File: src/rtl/sccb_reg_sequencer_if.sv
// ----------------------------------------------------------------------------
// sccb_reg_sequencer_if
// Write-command handshake between the register sequencer and the SCCB write
// engine. The sequencer drives a command and holds it stable until the engine
// accepts it with cmd_ready.
//
// Signals:
//   cmd_valid  write command pending (sequencer -> engine)
//   cmd_ready  engine accepts the pending command (engine -> sequencer)
//   cmd_id     SCCB device write ID
//   cmd_addr   register address
//   cmd_data   register data
// Modports: master = sequencer side, slave = SCCB engine side.
// ----------------------------------------------------------------------------
interface sccb_reg_sequencer_if;
    logic       cmd_valid;
    logic       cmd_ready;
    logic [7:0] cmd_id;
    logic [7:0] cmd_addr;
    logic [7:0] cmd_data;

    modport master (
        output cmd_valid,
        output cmd_id,
        output cmd_addr,
        output cmd_data,
        input  cmd_ready
    );

    modport slave (
        input  cmd_valid,
        input  cmd_id,
        input  cmd_addr,
        input  cmd_data,
        output cmd_ready
    );
endinterface

File: src/rtl/sccb_reg_sequencer.sv
// ----------------------------------------------------------------------------
// sccb_reg_sequencer
// Walks a register-table ROM of {reg_addr, reg_data} pairs and issues one SCCB
// write command at a time over a valid/ready handshake. Entries with
// reg_addr 8'hFE are millisecond delays, 16'hFFFF ends the table, and the
// last ROM location ends the table implicitly (no wrap). A power-up wait of
// STARTUP_MS ms precedes the first fetch.
//
// Ports:
//   PCLK      system clock
//   PRESETN   asynchronous active-low reset
//   start     one-cycle pulse, accepted only in IDLE or DONE
//   rom_addr  table address; rom_data is expected one cycle later
//   rom_data  table word, [15:8] = reg_addr, [7:0] = reg_data
//   cmd       write-command handshake (master side)
//   busy      sequence in progress
//   done      sequence completed, sticky until next start or reset
//   wr_count  writes accepted in the current sequence
// ----------------------------------------------------------------------------
module sccb_reg_sequencer #(
    parameter logic [7:0]  DEV_ID     = 8'h42,
    parameter int unsigned ROM_AW     = 8,
    parameter int unsigned MS_CYCLES  = 25000,
    parameter int unsigned STARTUP_MS = 20
) (
    input  logic                  PCLK,
    input  logic                  PRESETN,
    input  logic                  start,
    output logic [ROM_AW-1:0]     rom_addr,
    input  logic [15:0]           rom_data,
    sccb_reg_sequencer_if.master  cmd,
    output logic                  busy,
    output logic                  done,
    output logic [ROM_AW:0]       wr_count
);

    // Tick counter runs 0..MS_CYCLES-1, so it never needs to hold MS_CYCLES.
    localparam int unsigned       TW          = (MS_CYCLES > 1) ? $clog2(MS_CYCLES) : 1;
    localparam logic [TW-1:0]     TICK_LAST   = TW'(MS_CYCLES - 1);
    localparam logic [ROM_AW-1:0] ADDR_LAST   = '1;
    localparam logic [7:0]        STARTUP_CNT = 8'(STARTUP_MS);

    typedef enum logic [2:0] {
        StIdle,
        StPwrup,
        StFetch,
        StDecode,
        StIssue,
        StDelay,
        StDone
    } state_e;

    state_e              state_q;
    logic [ROM_AW-1:0]   rom_addr_q;
    logic [ROM_AW:0]     wr_count_q;
    logic [TW-1:0]       tick_q;
    logic [7:0]          ms_q;
    logic                cmd_valid_q;
    logic [7:0]          cmd_addr_q;
    logic [7:0]          cmd_data_q;
    logic                busy_q;
    logic                done_q;

    assign rom_addr      = rom_addr_q;
    assign wr_count      = wr_count_q;
    assign busy          = busy_q;
    assign done          = done_q;
    assign cmd.cmd_valid = cmd_valid_q;
    assign cmd.cmd_addr  = cmd_addr_q;
    assign cmd.cmd_data  = cmd_data_q;
    assign cmd.cmd_id    = DEV_ID;

    always_ff @(posedge PCLK or negedge PRESETN) begin
        if (!PRESETN) begin
            state_q     <= StIdle;
            rom_addr_q  <= '0;
            wr_count_q  <= '0;
            tick_q      <= '0;
            ms_q        <= '0;
            cmd_valid_q <= 1'b0;
            cmd_addr_q  <= '0;
            cmd_data_q  <= '0;
            busy_q      <= 1'b0;
            done_q      <= 1'b0;
        end else begin
            unique case (state_q)
                StIdle, StDone: begin
                    if (start) begin
                        state_q    <= StPwrup;
                        busy_q     <= 1'b1;
                        done_q     <= 1'b0;
                        rom_addr_q <= '0;
                        wr_count_q <= '0;
                        ms_q       <= STARTUP_CNT;
                        tick_q     <= '0;
                    end
                end

                // With ms_q already zero this state lasts exactly one cycle.
                StPwrup: begin
                    if (ms_q == 8'd0) begin
                        state_q <= StFetch;
                    end else if (tick_q == TICK_LAST) begin
                        tick_q <= '0;
                        ms_q   <= ms_q - 8'(1);
                    end else begin
                        tick_q <= tick_q + TW'(1);
                    end
                end

                // rom_addr has been stable since entry; data is valid next cycle.
                StFetch: begin
                    state_q <= StDecode;
                end

                StDecode: begin
                    if (rom_data == 16'hFFFF) begin
                        state_q     <= StDone;
                        busy_q      <= 1'b0;
                        done_q      <= 1'b1;
                        cmd_valid_q <= 1'b0;
                    end else if (rom_data[15:8] == 8'hFE) begin
                        ms_q    <= rom_data[7:0];
                        tick_q  <= '0;
                        state_q <= StDelay;
                    end else begin
                        cmd_addr_q  <= rom_data[15:8];
                        cmd_data_q  <= rom_data[7:0];
                        cmd_valid_q <= 1'b1;
                        state_q     <= StIssue;
                    end
                end

                StIssue: begin
                    if (cmd.cmd_ready) begin
                        cmd_valid_q <= 1'b0;
                        wr_count_q  <= wr_count_q + (ROM_AW + 1)'(1);
                        // The last ROM slot terminates the table instead of wrapping.
                        if (rom_addr_q == ADDR_LAST) begin
                            state_q <= StDone;
                            busy_q  <= 1'b0;
                            done_q  <= 1'b1;
                        end else begin
                            rom_addr_q <= rom_addr_q + ROM_AW'(1);
                            state_q    <= StFetch;
                        end
                    end
                end

                StDelay: begin
                    if (ms_q == 8'd0) begin
                        if (rom_addr_q == ADDR_LAST) begin
                            state_q <= StDone;
                            busy_q  <= 1'b0;
                            done_q  <= 1'b1;
                        end else begin
                            rom_addr_q <= rom_addr_q + ROM_AW'(1);
                            state_q    <= StFetch;
                        end
                    end else if (tick_q == TICK_LAST) begin
                        tick_q <= '0;
                        ms_q   <= ms_q - 8'(1);
                    end else begin
                        tick_q <= tick_q + TW'(1);
                    end
                end

                default: begin
                    state_q <= StIdle;
                end
            endcase
        end
    end

endmodule
File: src/flat_wrapper.sv
// flat-port wrapper written by rule: the top's interface ports become plain ports
module sccb_reg_sequencer_flat 
#(
    parameter logic [7:0]  DEV_ID     = 8'h42,
    parameter int unsigned ROM_AW     = 8,
    parameter int unsigned MS_CYCLES  = 25000,
    parameter int unsigned STARTUP_MS = 20
)
  (PCLK, PRESETN, start, rom_addr, rom_data, busy, done, wr_count, cmd_cmd_valid, cmd_cmd_id, cmd_cmd_addr, cmd_cmd_data, cmd_cmd_ready);
  sccb_reg_sequencer_if cmd_i ();
  input  logic PCLK;
  input  logic PRESETN;
  input  logic start;
  output logic [ROM_AW-1:0] rom_addr;
  input  logic [15:0] rom_data;
  output logic busy;
  output logic done;
  output logic [ROM_AW:0] wr_count;
  output wire logic [$bits(cmd_i.cmd_valid)-1:0] cmd_cmd_valid;
  output wire logic [$bits(cmd_i.cmd_id)-1:0] cmd_cmd_id;
  output wire logic [$bits(cmd_i.cmd_addr)-1:0] cmd_cmd_addr;
  output wire logic [$bits(cmd_i.cmd_data)-1:0] cmd_cmd_data;
  input wire logic [$bits(cmd_i.cmd_ready)-1:0] cmd_cmd_ready;
  assign cmd_cmd_valid = cmd_i.cmd_valid;
  assign cmd_cmd_id = cmd_i.cmd_id;
  assign cmd_cmd_addr = cmd_i.cmd_addr;
  assign cmd_cmd_data = cmd_i.cmd_data;
  assign cmd_i.cmd_ready = cmd_cmd_ready;
  sccb_reg_sequencer #(.DEV_ID(DEV_ID), .ROM_AW(ROM_AW), .MS_CYCLES(MS_CYCLES), .STARTUP_MS(STARTUP_MS)) u_core (.PCLK(PCLK), .PRESETN(PRESETN), .start(start), .rom_addr(rom_addr), .rom_data(rom_data), .cmd(cmd_i), .busy(busy), .done(done), .wr_count(wr_count));
endmodule
File: config.mk
export PLATFORM = sky130hd
export DESIGN_NAME = sccb_reg_sequencer_flat
export DESIGN_NICKNAME = d
export VERILOG_FILES = /design/src/rtl/sccb_reg_sequencer_if.sv /design/src/rtl/sccb_reg_sequencer.sv /design/src/flat_wrapper.sv
export SDC_FILE = /design/constraint.sdc
export NUM_CORES = 1
export LEC_CHECK = 0
export ABC_AREA = 1
export BUFFER_PORTS_ARGS = -buffer_cell sky130_fd_sc_hd__buf_2
export CORE_ASPECT_RATIO = 0.9
export CORE_UTILIZATION = 40
export DETAILED_ROUTE_END_ITERATION = 10
export PLACE_DENSITY = 0.72
export SYNTH_ARGS = -nofsm -noshare
export SYNTH_HDL_FRONTEND = slang
export SYNTH_SLANG_ARGS = --single-unit
File: constraint.sdc
create_clock -name PCLK -period 2.1 [get_ports PCLK]
set_input_delay 0.105 -clock PCLK [delete_from_list [all_inputs] [get_ports PCLK]]
set_output_delay 0.105 -clock PCLK [all_outputs]
set_load 0.02 [all_outputs]
==> reports/qor.yml, run 1 <==
global_routing:
  grt_pass1_wl_um: 14900
  grt.overflow.total: 0
  grt_use_total_pct: 19.1
  grt_max_degree: 63
  antenna_found_initial: 0
  first_global_vias: 3264
clock_network:
  clk_pin_slew_worst_paths_ns: 0.07
  cts_root_buf: "clkbuf_8"
  cts_buffers: 9
  cts_resized: 0
  cts_max_path_buffers: 2
  cts.sinks: 62
  cts_tree: "yes"
  htree_levels: 3
  clk_latency_ns: 0.35
worst_hold_path:
  min_path_type: "input port to flop"
  hp-start: "rom_data[10]"
sta:
  rsz0062_at_grt: "no"
  period_share_pct: 84.9
  slew_violations: 0
  layout_min_cycle_time_ns: 1.78
  hold_viol_final: 0
  whs_ns: 0.00723
  fin_ws_ns: 0.317
  setup-violations-final: 0
  fin_setup_tns_ns: 0
  max_freq_ghz: 0.561
  skew_ns: 0.0120
placement:
  dp.cells: 707
  port_buffers: 55
  dp_hpwl_um: 6140
  dp_slack_ns: 0.334
  place.gp.congestion: 0.901
  placed_cell_area_um2: 4140
floorplan:
  die_h_um: 93.7
  core-area_um2: 9080
  die_x_um: 104
  dieArea_um2: 9740
  pin_count: 64
  initial_core_util_pct: 41.2
  num_rows: 33
worst_setup_path:
  worstPathArrival_ns: 2.08
  cp-start-kind: "flop"
  path_max_fanout: 9
  crit_type: "flop to flop"
  worstSetupStartpoint: "u_core.rom_addr[0]"
  crit_chain: "ha_1 > nand2_1 > inv_1 > nand2_1 > nor2_1 > nand4_1 > nand2_1 > inv_2 > nand2_1 > nand2_1 > nand2_1"
  crit_path_top_delay_cell: "dfrtp_1"
  regToRegStartpoint: "u_core.rom_addr[0]"
  end_kind: "flop"
  slowest_delay_ns: 0.42
  worstPathRequired_ns: 2.39
  cpMostUsedCell: "nand2_1"
outcome:
  status: "finished clean"
yosys:
  synth_area_leader_cell: "dfrtp_1"
  syn_area_per_cell_um2: 6.98
  synthFlopType: "dfrtp_1"
  yosysSeqAreaShare_pct: 41.5
  synth_edf_count: 0
  yosysWarnings: 0
  syn_area_um2: 3740
  synth_top_area_share_pct: 41.5
  synth_area_leaders: "dfrtp_1, nand2_1, nand3_1, inv_1, o21ai_0"
  synth_cell_type_count: 33
  synthCells: 536
  synthArstFlopShare_pct: 100
  ys_seq_elements: 62
  synth_common_cells: "nand2_1, inv_1, dfrtp_1"
  yosysMostFrequentCell: "nand2_1"
detailed_routing:
  firstDrtPassIters: 5
  routedWlPerCell_um: 11.9
  routed_wl_um: 8620
  antenna_left: 0
  drt_iter0_drc: 172
  viasPerCell: 4.96
  drc: 0
  vias: 3595
power_and_ir_drop:
  finalPower_mw: 5.33
  power.density_nw_per_um2: 1220
  ir_drop_mv: 0.476
  p_leak_nw: 2.27
layout:
  stdcell_area_um2: 4370
  final_util_pct: 48.1
  final_nets: 623
  nFillCells: 887
  num_antenna_cells: 0
  drive_above_1_share_pct: 15.4
  fin_cells: 725
  area_growth_pct: 16.9
job:
  maxCapViolCount: 0
## registers in the layout (all words and copies together) (netlist names)
signal,count
u_core.wr_count,9
u_core.rom_addr,8
u_core.busy,1
u_core.state_q,3
u_core.cmd.cmd_valid,1
u_core.done,1
u_core.tick_q,15
u_core.cmd.cmd_addr,8
u_core.cmd.cmd_data,8
u_core.ms_q,8
## power breakdown
| group | leakage (nW) | internal, mW | switching [mW] | total (mW) |
|---|---|---|---|---|
| Sequential | 0.822 | 1.49 | 0.205 | 1.70 |
| Combinational | 1.34 | 0.747 | 1.71 | 2.46 |
| Clock | 0.110 | 0.698 | 0.480 | 1.18 |
| Total | 2.27 | 2.94 | 2.40 | 5.33 |
## metal layers
metal	vias up	track usage, %	wire (um)
li1	1830	-	-
met1	1655	24.0	4040
met2	102	32.1	4080
met3	8	3.19	368
met4	0	9.52	136
met5	-	0	0
## path summary, 6_finish.rpt
path	to	slack, ns	cells past startpoint
worst max-delay path	u_core.rom_addr[4]	0.32	11
worst min register to register	u_core.busy	0.48	2
worst max register to register	u_core.rom_addr[4]	0.32	11
min in group asynchronous	u_core.cmd.cmd_addr[3]	0.29	3
max in group asynchronous	u_core.tick_q[9]	1.53	3
worst min-delay path	u_core.cmd.cmd_addr[2]	0.007	3
## cells by family after synthesis
| group | synth area share (%) |
|---|---|
| simple gates | 35.8 |
| buf+inv | 9.53 |
| compound gates | 9.26 |
| xor+xnor | 2.11 |
| fa+ha+maj | 1.67 |
| other cells | 0.201 |
| flops | 41.5 |
## worst max-delay path: cells and delay by family (launching register included)
kind                     cells  cell delay (ns)
AND/OR/NAND/NOR              8             0.92
flip-flops                   1             0.42
adder cells (fa/ha/maj)      1             0.19
buffers and inverters        2             0.19
## timing repair
| item | 4_1_cts | 5_1_grt |
|---|---|---|
| buffers inserted | 0 | 0 |
| hold buffers | 2 | 0 |
| hold endpoints to repair | 63 | 0 |
| setup endpoints to repair | 0 | 0 |
## cell usage in the layout, fill, tap and decap left out, types with 5 or more instances in the layout
| master | n |
|---|---|
| dfrtp_1 | 62 |
| ha_1 | 5 |
| o21ai_0 | 42 |
| nand4_1 | 14 |
| nor3_1 | 11 |
| a21oi_1 | 5 |
| clkbuf_8 | 10 |
| or2_2 | 5 |
| xor2_1 | 7 |
| nor2_1 | 47 |
| inv_1 | 63 |
| nand2_1 | 176 |
| conb_1 | 8 |
| nand3_1 | 48 |
| buf_2 | 55 |
| buf_4 | 5 |
## final cells by class
| cell class | instances | area [um2] | area share, % |
|---|---|---|---|
| Sequential cell | 62 | 1550 | 35.5 |
| Clock inverter | 4 | 70.1 | 1.60 |
| Clock buffer | 12 | 145 | 3.32 |
| Tap cell | 122 | 153 | 3.49 |
| Timing Repair Buffer | 63 | 353 | 8.07 |
| Multi-Input combinational cell | 397 | 1860 | 42.4 |
| Inverter | 65 | 244 | 5.58 |
Note: power is estimated with default switching activity, not from simulation.
==> run 2, diff against run 1 <==
==> constraint.sdc (replaced) <==
create_clock -name PCLK -period 1.83 [get_ports PCLK]
set_input_delay 0.0915 -clock PCLK [delete_from_list [all_inputs] [get_ports PCLK]]
set_output_delay 0.0915 -clock PCLK [all_outputs]
set_load 0.02 [all_outputs]
==> reports/qor.yml, run 2 (synthesis gave the netlist of run 1 again) <==
sta:
  slew_violations: 0  # unchanged
  fin_setup_tns_ns: 0  # unchanged
  skew_ns: 0.0107  # was 0.0120 ns
  setup-violations-final: 0  # unchanged
  period_share_pct: 91.7  # was 84.9%
  layout_min_cycle_time_ns: 1.68  # was 1.78 ns
  rsz0062_at_grt: "yes"  # was no
  whs_ns: 0.00276  # was 0.00723 ns
  fin_ws_ns: 0.153  # was 0.317 ns
  max_freq_ghz: 0.596  # was 0.561 GHz
  hold_viol_final: 0  # unchanged
floorplan:
  die_h_um: 93.7  # unchanged
  core-area_um2: 9080  # unchanged
  initial_core_util_pct: 41.2  # unchanged
  dieArea_um2: 9740  # unchanged
  pin_count: 64  # unchanged
  die_x_um: 104  # unchanged
  num_rows: 33  # unchanged
clock_network:
  cts_buffers: 9  # unchanged
  cts.sinks: 62  # unchanged
  htree_levels: 3  # unchanged
  cts_tree: "yes"  # unchanged
  clk_pin_slew_worst_paths_ns: 0.07  # about the same
  cts_root_buf: "clkbuf_8"  # unchanged
  cts_max_path_buffers: 2  # unchanged
  clk_latency_ns: 0.35  # about the same
detailed_routing:
  vias: 3694  # was 3595
  antenna_left: 0  # unchanged
  viasPerCell: 5.01  # was 4.96
  drt_iter0_drc: 142  # was 172
  routedWlPerCell_um: 12.0  # was 11.9 um
  drc: 0  # unchanged
  routed_wl_um: 8880  # was 8620 um
  firstDrtPassIters: 5  # unchanged
layout:
  final_common_cell: "nand2_1"  # unchanged
  layout.cells.most_common_list: "nand2_1, inv_1, dfrtp_1"  # unchanged
  area_growth_pct: 19.1  # was 16.9%
  largest-register: "u_core.tick_q"  # unchanged
  final_nets: 635  # was 623
  largest_reg_flops: 15  # unchanged
  num_antenna_cells: 0  # unchanged
  final_util_pct: 49.0  # was 48.1%
  drive_above_1_share_pct: 16.9  # was 15.4%
  nFillCells: 931  # was 887
worst_setup_path:
  crit_path_top_delay_cell: "dfrtp_1"  # unchanged
  worstPathArrival_ns: 1.91  # was 2.08 ns
  crit_chain: "nor2_1 > nand2_1 > nand2_1 > inv_1 > nand2_2 > nand3_1 > nor2_2 > nand2_2 > nand2_1 > nand2_1"  # was ha_1 > nand2_1 > inv_1 > nand2_1 > nor2_1 > nand4_1 > nand2_1 > inv_2 > nand2_1 > nand2_1 > nand2_1
  cpMostUsedCell: "nand2_1"  # unchanged
  end_kind: "flop"  # unchanged
  worstPathRequired_ns: 2.07  # was 2.39 ns
  slowest_delay_ns: 0.44  # was 0.42 ns
  path_max_fanout: 8  # was 9
  crit_type: "flop to flop"  # unchanged
  cp-start-kind: "flop"  # unchanged
power_and_ir_drop:
  ir_drop_mv: 0.587  # was 0.476 mV
  p_seq_share_pct: 32.2  # was 31.8%
  switching_share_pct: 47.0  # was 45.0%
  power.density_nw_per_um2: 1360  # was 1220 nW/um2
  combPwrFrac_pct: 49.9  # was 46.1%
  power.switching_mw: 2.85  # was 2.40 mW
  p_leak_nw: 2.30  # was 2.27 nW
  p_clk_share_pct: 17.8  # was 22.1%
  internal_power_mw: 3.21  # was 2.94 mW
job:
  maxCapViolCount: 0  # unchanged
placement:
  place.gp.congestion: 0.906  # was 0.901
  dp_hpwl_um: 6540  # was 6140 um
  dp_slack_ns: 0.0727  # was 0.334 ns
  port_buffers: 55  # unchanged
global_routing:
  grt_pass1_wl_um: 15100  # was 14900 um
  grt_max_degree: 36  # was 63
  antenna_found_initial: 0  # unchanged
  first_global_vias: 3397  # was 3264
  grt.overflow.total: 0  # unchanged
  grt_use_total_pct: 19.2  # was 19.1%
worst_hold_path:
  min_path_type: "input port to flop"  # unchanged
outcome:
  status: "finished clean"  # unchanged
==> run 2: critical path: cells and delay by family, from the launching register on <==
kind	cells	cell delay [ns]
buffers and inverters	1	0.11
flip-flops	1	0.44
AND/OR/NAND/NOR	9	1.02
==> run 2: worst paths after layout <==
check	from	slack, ns	endpoint	depth (start not counted)
setup / recovery	u_core.state_q[1]	0.15	u_core.ms_q[0]	10
hold / removal	rom_data[14]	0.003	u_core.cmd.cmd_addr[6]	3
setup reg to reg	u_core.state_q[1]	0.15	u_core.ms_q[0]	10
hold reg to reg	u_core.busy	0.47	u_core.busy	2
max in group asynchronous	PRESETN	1.10	u_core.state_q[1]	3
min in group asynchronous	PRESETN	0.19	u_core.wr_count[8]	2
==> run 2: power groups by stage <==
stage / Combinational (mW) / Sequential, mW / Clock [mW]
global placement: 2.85 / 1.96 / 0
finish: 3.02 / 1.95 / 1.08
detailed placement: 2.93 / 1.97 / 0
floorplan: 1.81 / 2.21 / 0
global route: 3.39 / 1.99 / 1.15
CTS: 2.95 / 1.95 / 1.10
==> run 2: metal layers <==
metal  vias to the layer above  global-route usage [%]  wire, um
met3                        14                    3.95       353
met2                        96                    32.7      4260
li1                       1861                       -         -
met4                         0                    7.50       147
met1                      1723                    24.1      4110
met5                         -                       0         0
==> run 2: area by class of cell <==
| type | count | area (um2) | share of cell area (%) |
|---|---|---|---|
| clock inverter | 4 | 22.5 | 0.506 |
| inverter | 65 | 248 | 5.56 |
| multi-input combinational | 397 | 1870 | 41.9 |
| tap | 122 | 153 | 3.43 |
| timing repair buffer | 75 | 469 | 10.5 |
| clock buffer | 12 | 145 | 3.26 |
| sequential | 62 | 1550 | 34.8 |
==> run 2: what timing repair did <==
action,4_1_cts,5_1_grt
hold buffers,6,0
gates resized for setup,0,5
setup endpoints to repair,0,30
endpoints found under the hold margin,18,0
buffers inserted,0,2
==> run 2: through the flow <==
stage | power, mW | std cells | instance area [um2]
global route | 6.53 | 737 | 4450
floorplan | 4.02 | 542 | 3760
global placement | 4.81 | 713 | 4190
CTS | 6.00 | 735 | 4420
finish | 6.05 | 737 | 4450
detailed placement | 4.90 | 713 | 4190
